[src/rtl/iic_pkg.sv]
// Shared types, widths and the address-decode helper for the IIC slave receiver.
// State encoding is fixed here so that checkers and debug views share one definition.
package iic_pkg;

    localparam int IIC_ADDR_W = 7;
    localparam int IIC_BYTE_W = 8;

    localparam logic [2:0] IDLE     = 3'd0;
    localparam logic [2:0] ADDR     = 3'd1;
    localparam logic [2:0] ADDR_ACK = 3'd2;
    localparam logic [2:0] DATA     = 3'd3;
    localparam logic [2:0] DATA_ACK = 3'd4;
    localparam logic [2:0] IGNORE   = 3'd5;

    typedef enum logic [2:0] {
        S_IDLE     = IDLE,
        S_ADDR     = ADDR,
        S_ADDR_ACK = ADDR_ACK,
        S_DATA     = DATA,
        S_DATA_ACK = DATA_ACK,
        S_IGNORE   = IGNORE
    } iic_state_e;

    localparam logic [IIC_ADDR_W-1:0] GENERAL_CALL_ADDR = 7'h00;

    // Only write transfers can match; a read request is always NACKed.
    function automatic logic addr_match(
        input logic [IIC_BYTE_W-1:0] addr_byte,
        input logic [IIC_ADDR_W-1:0] slave_addr,
        input logic                  gc_en
    );
        logic is_write;
        logic own_hit;
        logic gc_hit;
        is_write = (addr_byte[0] == 1'b0);
        own_hit  = (addr_byte[IIC_BYTE_W-1:1] == slave_addr);
        gc_hit   = gc_en & (addr_byte[IIC_BYTE_W-1:1] == GENERAL_CALL_ADDR);
        return is_write & (own_hit | gc_hit);
    endfunction

endpackage

[src/rtl/iic_slave_rx_if.sv]
// Line-level inputs from the SCL/SDA edge detectors and the receiver's outputs,
// bundled so that the receiver and its environment connect through one port.
interface iic_slave_rx_if;
    import iic_pkg::*;

    logic                  SclLevel;
    logic                  SdaLevel;
    logic                  SclPos;
    logic                  SclNeg;
    logic                  SdaPos;
    logic                  SdaNeg;
    logic                  SdaOe;
    logic [IIC_BYTE_W-1:0] RxData;
    logic                  RxValid;
    logic                  RxFirst;
    logic                  BusBusy;
    logic                  AddrMatch;

    modport slave (
        input  SclLevel, SdaLevel, SclPos, SclNeg, SdaPos, SdaNeg,
        output SdaOe, RxData, RxValid, RxFirst, BusBusy, AddrMatch
    );

    modport master (
        output SclLevel, SdaLevel, SclPos, SclNeg, SdaPos, SdaNeg,
        input  SdaOe, RxData, RxValid, RxFirst, BusBusy, AddrMatch
    );

endinterface

[src/rtl/iic_cond_detect.sv]
// Combinational START/STOP decode. An SDA edge that coincides with an SCL rising
// pulse belongs to a bit sample, so it is excluded from condition detection.
module iic_cond_detect (
    input  logic i_scl_level,
    input  logic i_scl_pos,
    input  logic i_sda_pos,
    input  logic i_sda_neg,
    output logic o_start,
    output logic o_stop
);

    assign o_start = i_sda_neg & i_scl_level & ~i_scl_pos;
    assign o_stop  = i_sda_pos & i_scl_level & ~i_scl_pos;

endmodule

[src/rtl/iic_slave_rx.sv]
// Write-only IIC slave receiver: address match, byte shift-in, ACK drive, byte strobes.
// Build option IIC_GENERAL_CALL_EN: also accept the general-call address (8'h00).
module iic_slave_rx
    import iic_pkg::*;
#(
    parameter logic [IIC_ADDR_W-1:0] SLAVE_ADDR = 7'h50
) (
    input  logic         CLK,
    input  logic         RSTn,
    iic_slave_rx_if.slave bus
);

`ifdef IIC_GENERAL_CALL_EN
    localparam logic GC_EN = 1'b1;
`else
    localparam logic GC_EN = 1'b0;
`endif

    logic                  w_start;
    logic                  w_stop;
    logic [IIC_BYTE_W-1:0] w_shift_next;

    iic_state_e            r_state;
    logic [IIC_BYTE_W-1:0] r_shift;
    logic [2:0]            r_cnt;
    logic                  r_byte_done;
    logic                  r_match;
    logic                  r_first_pend;
    logic                  r_sda_oe;
    logic [IIC_BYTE_W-1:0] r_rx_data;
    logic                  r_rx_valid;
    logic                  r_rx_first;
    logic                  r_bus_busy;
    logic                  r_addr_match;

    iic_cond_detect u_cond_detect (
        .i_scl_level (bus.SclLevel),
        .i_scl_pos   (bus.SclPos),
        .i_sda_pos   (bus.SdaPos),
        .i_sda_neg   (bus.SdaNeg),
        .o_start     (w_start),
        .o_stop      (w_stop)
    );

    assign w_shift_next = {r_shift[IIC_BYTE_W-2:0], bus.SdaLevel};

    // Protocol FSM with shift register, bit counter and all registered outputs.
    always_ff @(posedge CLK or negedge RSTn) begin
        if (!RSTn) begin
            r_state      <= S_IDLE;
            r_shift      <= 8'h00;
            r_cnt        <= 3'd0;
            r_byte_done  <= 1'b0;
            r_match      <= 1'b0;
            r_first_pend <= 1'b0;
            r_sda_oe     <= 1'b0;
            r_rx_data    <= 8'h00;
            r_rx_valid   <= 1'b0;
            r_rx_first   <= 1'b0;
            r_bus_busy   <= 1'b0;
            r_addr_match <= 1'b0;
        end else begin
            r_rx_valid <= 1'b0;
            r_rx_first <= 1'b0;
            if (w_start) begin
                r_state      <= S_ADDR;
                r_cnt        <= 3'd0;
                r_byte_done  <= 1'b0;
                r_match      <= 1'b0;
                r_first_pend <= 1'b0;
                r_sda_oe     <= 1'b0;
                r_bus_busy   <= 1'b1;
                r_addr_match <= 1'b0;
            end else if (w_stop) begin
                // Any partially shifted byte is simply dropped here.
                r_state      <= S_IDLE;
                r_cnt        <= 3'd0;
                r_byte_done  <= 1'b0;
                r_match      <= 1'b0;
                r_first_pend <= 1'b0;
                r_sda_oe     <= 1'b0;
                r_bus_busy   <= 1'b0;
                r_addr_match <= 1'b0;
            end else begin
                case (r_state)
                    S_IDLE: begin
                        r_sda_oe <= 1'b0;
                    end
                    S_ADDR: begin
                        if (bus.SclPos) begin
                            r_shift <= w_shift_next;
                            r_cnt   <= r_cnt + 3'd1;
                            if (r_cnt == 3'd7) begin
                                r_byte_done <= 1'b1;
                                r_match     <= addr_match(w_shift_next, SLAVE_ADDR, GC_EN);
                            end
                        end else if (bus.SclNeg && r_byte_done) begin
                            r_byte_done <= 1'b0;
                            if (r_match) begin
                                r_state      <= S_ADDR_ACK;
                                r_sda_oe     <= 1'b1;
                                r_addr_match <= 1'b1;
                                r_first_pend <= 1'b1;
                            end else begin
                                r_state  <= S_IGNORE;
                                r_sda_oe <= 1'b0;
                            end
                        end
                    end
                    S_ADDR_ACK, S_DATA_ACK: begin
                        // ACK is held low through the whole ninth SCL high phase.
                        if (bus.SclNeg) begin
                            r_sda_oe    <= 1'b0;
                            r_state     <= S_DATA;
                            r_cnt       <= 3'd0;
                            r_byte_done <= 1'b0;
                        end
                    end
                    S_DATA: begin
                        if (bus.SclPos) begin
                            r_shift <= w_shift_next;
                            r_cnt   <= r_cnt + 3'd1;
                            if (r_cnt == 3'd7) begin
                                r_byte_done <= 1'b1;
                            end
                        end else if (bus.SclNeg && r_byte_done) begin
                            r_byte_done  <= 1'b0;
                            r_rx_data    <= r_shift;
                            r_rx_valid   <= 1'b1;
                            r_rx_first   <= r_first_pend;
                            r_first_pend <= 1'b0;
                            r_sda_oe     <= 1'b1;
                            r_state      <= S_DATA_ACK;
                        end
                    end
                    S_IGNORE: begin
                        r_sda_oe <= 1'b0;
                    end
                    default: begin
                        r_state  <= S_IDLE;
                        r_sda_oe <= 1'b0;
                    end
                endcase
            end
        end
    end

    assign bus.SdaOe     = r_sda_oe;
    assign bus.RxData    = r_rx_data;
    assign bus.RxValid   = r_rx_valid;
    assign bus.RxFirst   = r_rx_first;
    assign bus.BusBusy   = r_bus_busy;
    assign bus.AddrMatch = r_addr_match;

endmodule

[src/flat_wrapper.sv]
// flat-port wrapper written by rule: the top's interface ports become plain ports
module iic_slave_rx_flat import iic_pkg::*;
#(
    parameter logic [IIC_ADDR_W-1:0] SLAVE_ADDR = 7'h50
)
  (CLK, RSTn, bus_SclLevel, bus_SdaLevel, bus_SclPos, bus_SclNeg, bus_SdaPos, bus_SdaNeg, bus_SdaOe, bus_RxData, bus_RxValid, bus_RxFirst, bus_BusBusy, bus_AddrMatch);
  iic_slave_rx_if bus_i ();
  input  logic CLK;
  input  logic RSTn;
  input wire logic [$bits(bus_i.SclLevel)-1:0] bus_SclLevel;
  input wire logic [$bits(bus_i.SdaLevel)-1:0] bus_SdaLevel;
  input wire logic [$bits(bus_i.SclPos)-1:0] bus_SclPos;
  input wire logic [$bits(bus_i.SclNeg)-1:0] bus_SclNeg;
  input wire logic [$bits(bus_i.SdaPos)-1:0] bus_SdaPos;
  input wire logic [$bits(bus_i.SdaNeg)-1:0] bus_SdaNeg;
  output wire logic [$bits(bus_i.SdaOe)-1:0] bus_SdaOe;
  output wire logic [$bits(bus_i.RxData)-1:0] bus_RxData;
  output wire logic [$bits(bus_i.RxValid)-1:0] bus_RxValid;
  output wire logic [$bits(bus_i.RxFirst)-1:0] bus_RxFirst;
  output wire logic [$bits(bus_i.BusBusy)-1:0] bus_BusBusy;
  output wire logic [$bits(bus_i.AddrMatch)-1:0] bus_AddrMatch;
  assign bus_i.SclLevel = bus_SclLevel;
  assign bus_i.SdaLevel = bus_SdaLevel;
  assign bus_i.SclPos = bus_SclPos;
  assign bus_i.SclNeg = bus_SclNeg;
  assign bus_i.SdaPos = bus_SdaPos;
  assign bus_i.SdaNeg = bus_SdaNeg;
  assign bus_SdaOe = bus_i.SdaOe;
  assign bus_RxData = bus_i.RxData;
  assign bus_RxValid = bus_i.RxValid;
  assign bus_RxFirst = bus_i.RxFirst;
  assign bus_BusBusy = bus_i.BusBusy;
  assign bus_AddrMatch = bus_i.AddrMatch;
  iic_slave_rx #(.SLAVE_ADDR(SLAVE_ADDR)) u_core (.CLK(CLK), .RSTn(RSTn), .bus(bus_i));
endmodule
[config.mk]
export PLATFORM = sky130hd
export DESIGN_NAME = iic_slave_rx_flat
export DESIGN_NICKNAME = d
export VERILOG_FILES = /design/src/rtl/iic_pkg.sv /design/src/rtl/iic_slave_rx_if.sv /design/src/rtl/iic_cond_detect.sv /design/src/rtl/iic_slave_rx.sv /design/src/flat_wrapper.sv
export SDC_FILE = /design/constraint.sdc
export NUM_CORES = 1
export LEC_CHECK = 0
export CORE_MARGIN = 2
export CORE_UTILIZATION = 40
export CTS_CLUSTER_DIAMETER = 30
export DETAILED_ROUTE_END_ITERATION = 8
export PLACE_DENSITY_LB_ADDON = 0.1
export SLEW_MARGIN = 25
export SYNTH_ARGS = -nofsm -noshare
export SYNTH_HDL_FRONTEND = slang
export SYNTH_SLANG_ARGS = --single-unit
[constraint.sdc]
create_clock -name CLK -period 2.8 [get_ports CLK]
set_clock_uncertainty 0.15 [all_clocks]
set_input_delay 0.7 -clock CLK [delete_from_list [all_inputs] [get_ports CLK]]
set_output_delay 0.7 -clock CLK [all_outputs]
set_load 0.005 [all_outputs]
==> results.toml <==
[clock_network]
cts_sinks = 30
cts_inserted_buffers = 5
insertion_delay_ps = 280
root_buffer = "clkbuf_8"
htree_levels = 2
cts_tree = "built"
ctsHoldBuffers = 0
cts_resized = 0
cts_buffer_depth = 2
post_cts_buffers = 0
clk_pin_slew_worst_paths_ps = 60

[place]
hpwl_um = 1948
portBuffers = 20
gp_congestion = 0.7569

[min_path]
holdPathEnd = "u_core.r_cnt[0]"
hold_path.startpoint = "u_core.r_cnt[0]"
min_path_cells = 1
min_path_type = "reg2reg"

[synthesis]
synth_ff_type = "dfrtp_1"
synth_cells = 122
synth_area_um2 = 1476
yosysWarnings = 0
async_flop_share = 1.000
synth.distinct_cells = 41
synth_top_area_frac = 0.5085
synth_top_cells_by_area = "dfrtp_1 51%, mux2_4 8.1%, mux2_2 6.9%"
syn_area_per_cell_um2 = 12.10
yosysSeqAreaShare = 0.5085
synth_edf_count = 0
synth-seq-cells = 30
yosysTopAreaCell = "dfrtp_1"
synthesis.nets = 132

[timing]
slew_violations = 0
fin_tns_setup_ps = 0
finalHoldViolCount = 0
setup_viol = 0
period_minus_slack_ps = 2371
worstMarginPinSlew_ps = 448.2
maxSlewHeadroom = 0.7012
period_share = 0.8468
rsz0062_at_grt = "false"
fmax_mhz = 421.8

[global_route]
grtUsageTotal = 0.1630
grt_overflow = 0
antenna_found_initial = 0
grt_max_degree = 31
grt_pass1_vias = 1065
grt_pass1_wl_um = 5099

[worst_setup_path]
critical_path.slowest_cell = "clkdlybuf4s50_1"
r2r-start = "u_core.r_state[2]"
critical_path_buf_inv_count = 1
reg2reg_slack_ps = 720
end_kind = "flop"
crit_path_start_kind = "primary input"
regToRegEndpoint = "u_core.bus.RxData[1]"
worst-endpoint-required_ps = 2810
critPathKind = "in2reg"
crit_path_max_incr_delay_ps = 430
crit_cells = 5
crit_fanout = 10
crit_chain = "clkdlybuf4s50_1, or2_4, a211oi_4, nand4_4, mux2_4"
reg2reg_depth = 4
cp_data_arrival_time_ps = 2380
crit_family = "simple AND/OR/NAND/NOR gates"

[detailed_routing]
via_per_inst = 5.172
drtIter0Drc = 78
routed.top_layer = "met4"
drt_pass1_iterations = 4
dr_wl_met2_um = 1255
wl_met1_um = 1312
wl_per_cell_um = 14.06
drc_errors = 0
drt_wl_total_um = 2784
wl_met3_um = 153
antenna_left = 0
num_vias = 1024

[die]
start_util = 0.4094
dieArea_um2 = 4193
die_w_um = 64.76
die_h_um = 64.76
core_um2 = 3606
fp-row-count = 22
pin_count = 21

[power_and_ir_drop]
peakVddDrop_v = 0.0002959
total_power_w = 0.001344
power_density_nw_per_um2 = 729.7
power_leakage_nw = 0.8276

[run_status]
status = "finished, final reports clean"

[layout]
drive_gt1_frac = 0.2200
num-fill-cells = 335
final_cell_mix = "30 x dfrtp_1, 20 x clkdlybuf4s50_1, 9 x mux2_2"
antenna_cells = 0
layout_commonest_cell = "dfrtp_1"
fin_nets = 159
area_delta_synth_final_pct = 24.75

[flow_run]
maxCapViolCount = 0
[cells in the mapped netlist (2+ instances only)]
cell	number
nor3b_1	2
a31oi_1	3
mux2i_1	4
nor3_1	3
mux2_2	9
nand2b_1	2
nor2b_1	4
o21ai_0	6
mux2_4	8
a21oi_1	3
nor2_1	6
buf_2	4
dfrtp_1	30
nand2_1	5
inv_1	6
ha_1	2
[worst max path at each step]
stage	from	endpoint
final	bus_SdaNeg	u_core.bus.RxData[1]
after global routing	bus_SdaNeg	u_core.bus.RxData[4]
after floorplan	bus_SdaPos	u_core.bus.RxData[0]
after global placement	bus_SdaNeg	u_core.bus.RxData[0]
after CTS	bus_SdaPos	u_core.bus.RxData[1]
after detailed placement	bus_SdaPos	u_core.bus.RxData[4]
[power breakdown]
part	switching (W)	internal (W)
sequential	0.000116	0.000526
combinational	0.000145	0.000200
clock	0.000159	0.000198
total	0.000420	0.000924
[worst register-to-register path, delay by kind of cell, from the launching register on]
family	cells	cell delay (ps)
simple gates	2	580
mux	1	390
flops	1	520
compound gates	1	330
[metal layers]
layer,global-route usage,vias to the layer above
met2,0.2513,27
met1,0.2049,494
met3,0.04340,7
met5,0,-
met4,0.09574,0
li1,-,496
[state kept, by name, indices dropped and copies added (netlist names)]
signal                count
u_core.bus.RxValid        1
u_core.bus.AddrMatch      1
u_core.r_state            3
u_core.bus.RxFirst        1
u_core.bus.RxData         8
u_core.r_cnt              3
u_core.r_byte_done        1
u_core.bus.BusBusy        1
u_core.r_match            1
u_core.bus.SdaOe          1
u_core.r_first_pend       1
u_core.r_shift            8
[final cells by class]
class / count / area (um^2) / area share
inverters: 6 / 22.52 / 0.01223
repair buffers: 25 / 237.7 / 0.1291
flip-flops and latches: 30 / 750.7 / 0.4076
clock buffers: 7 / 86.33 / 0.04687
clock inverters: 1 / 5.005 / 0.002717
well taps: 48 / 60.06 / 0.03261
multi-input cells: 81 / 679.4 / 0.3689
[through the flow]
stage,util,std cells,worst slack [ps],hold slack (ps),cell area [um^2]
finish,0.5108,198,429.0,339.9,1842
global placement,0.4854,190,169.1,329.0,1750
CTS,0.5108,198,423.2,342.0,1842
floorplan,-,122,692.0,254.4,1476
detailed placement,0.4854,190,119.4,333.6,1750
global route,0.5108,198,327.9,372.9,1842
[kinds of logic after synthesis]
logic type | after synthesis | synth area share
multiplexers | 21 | 0.1771
flip-flops | 30 | 0.5085
adder cells (fa/ha/maj) | 2 | 0.01695
buffers and inverters | 11 | 0.03135
AND/OR/NAND/NOR | 34 | 0.1466
AO/OA/AOI/OAI | 24 | 0.1195
Power figures use the tool's default switching activity.
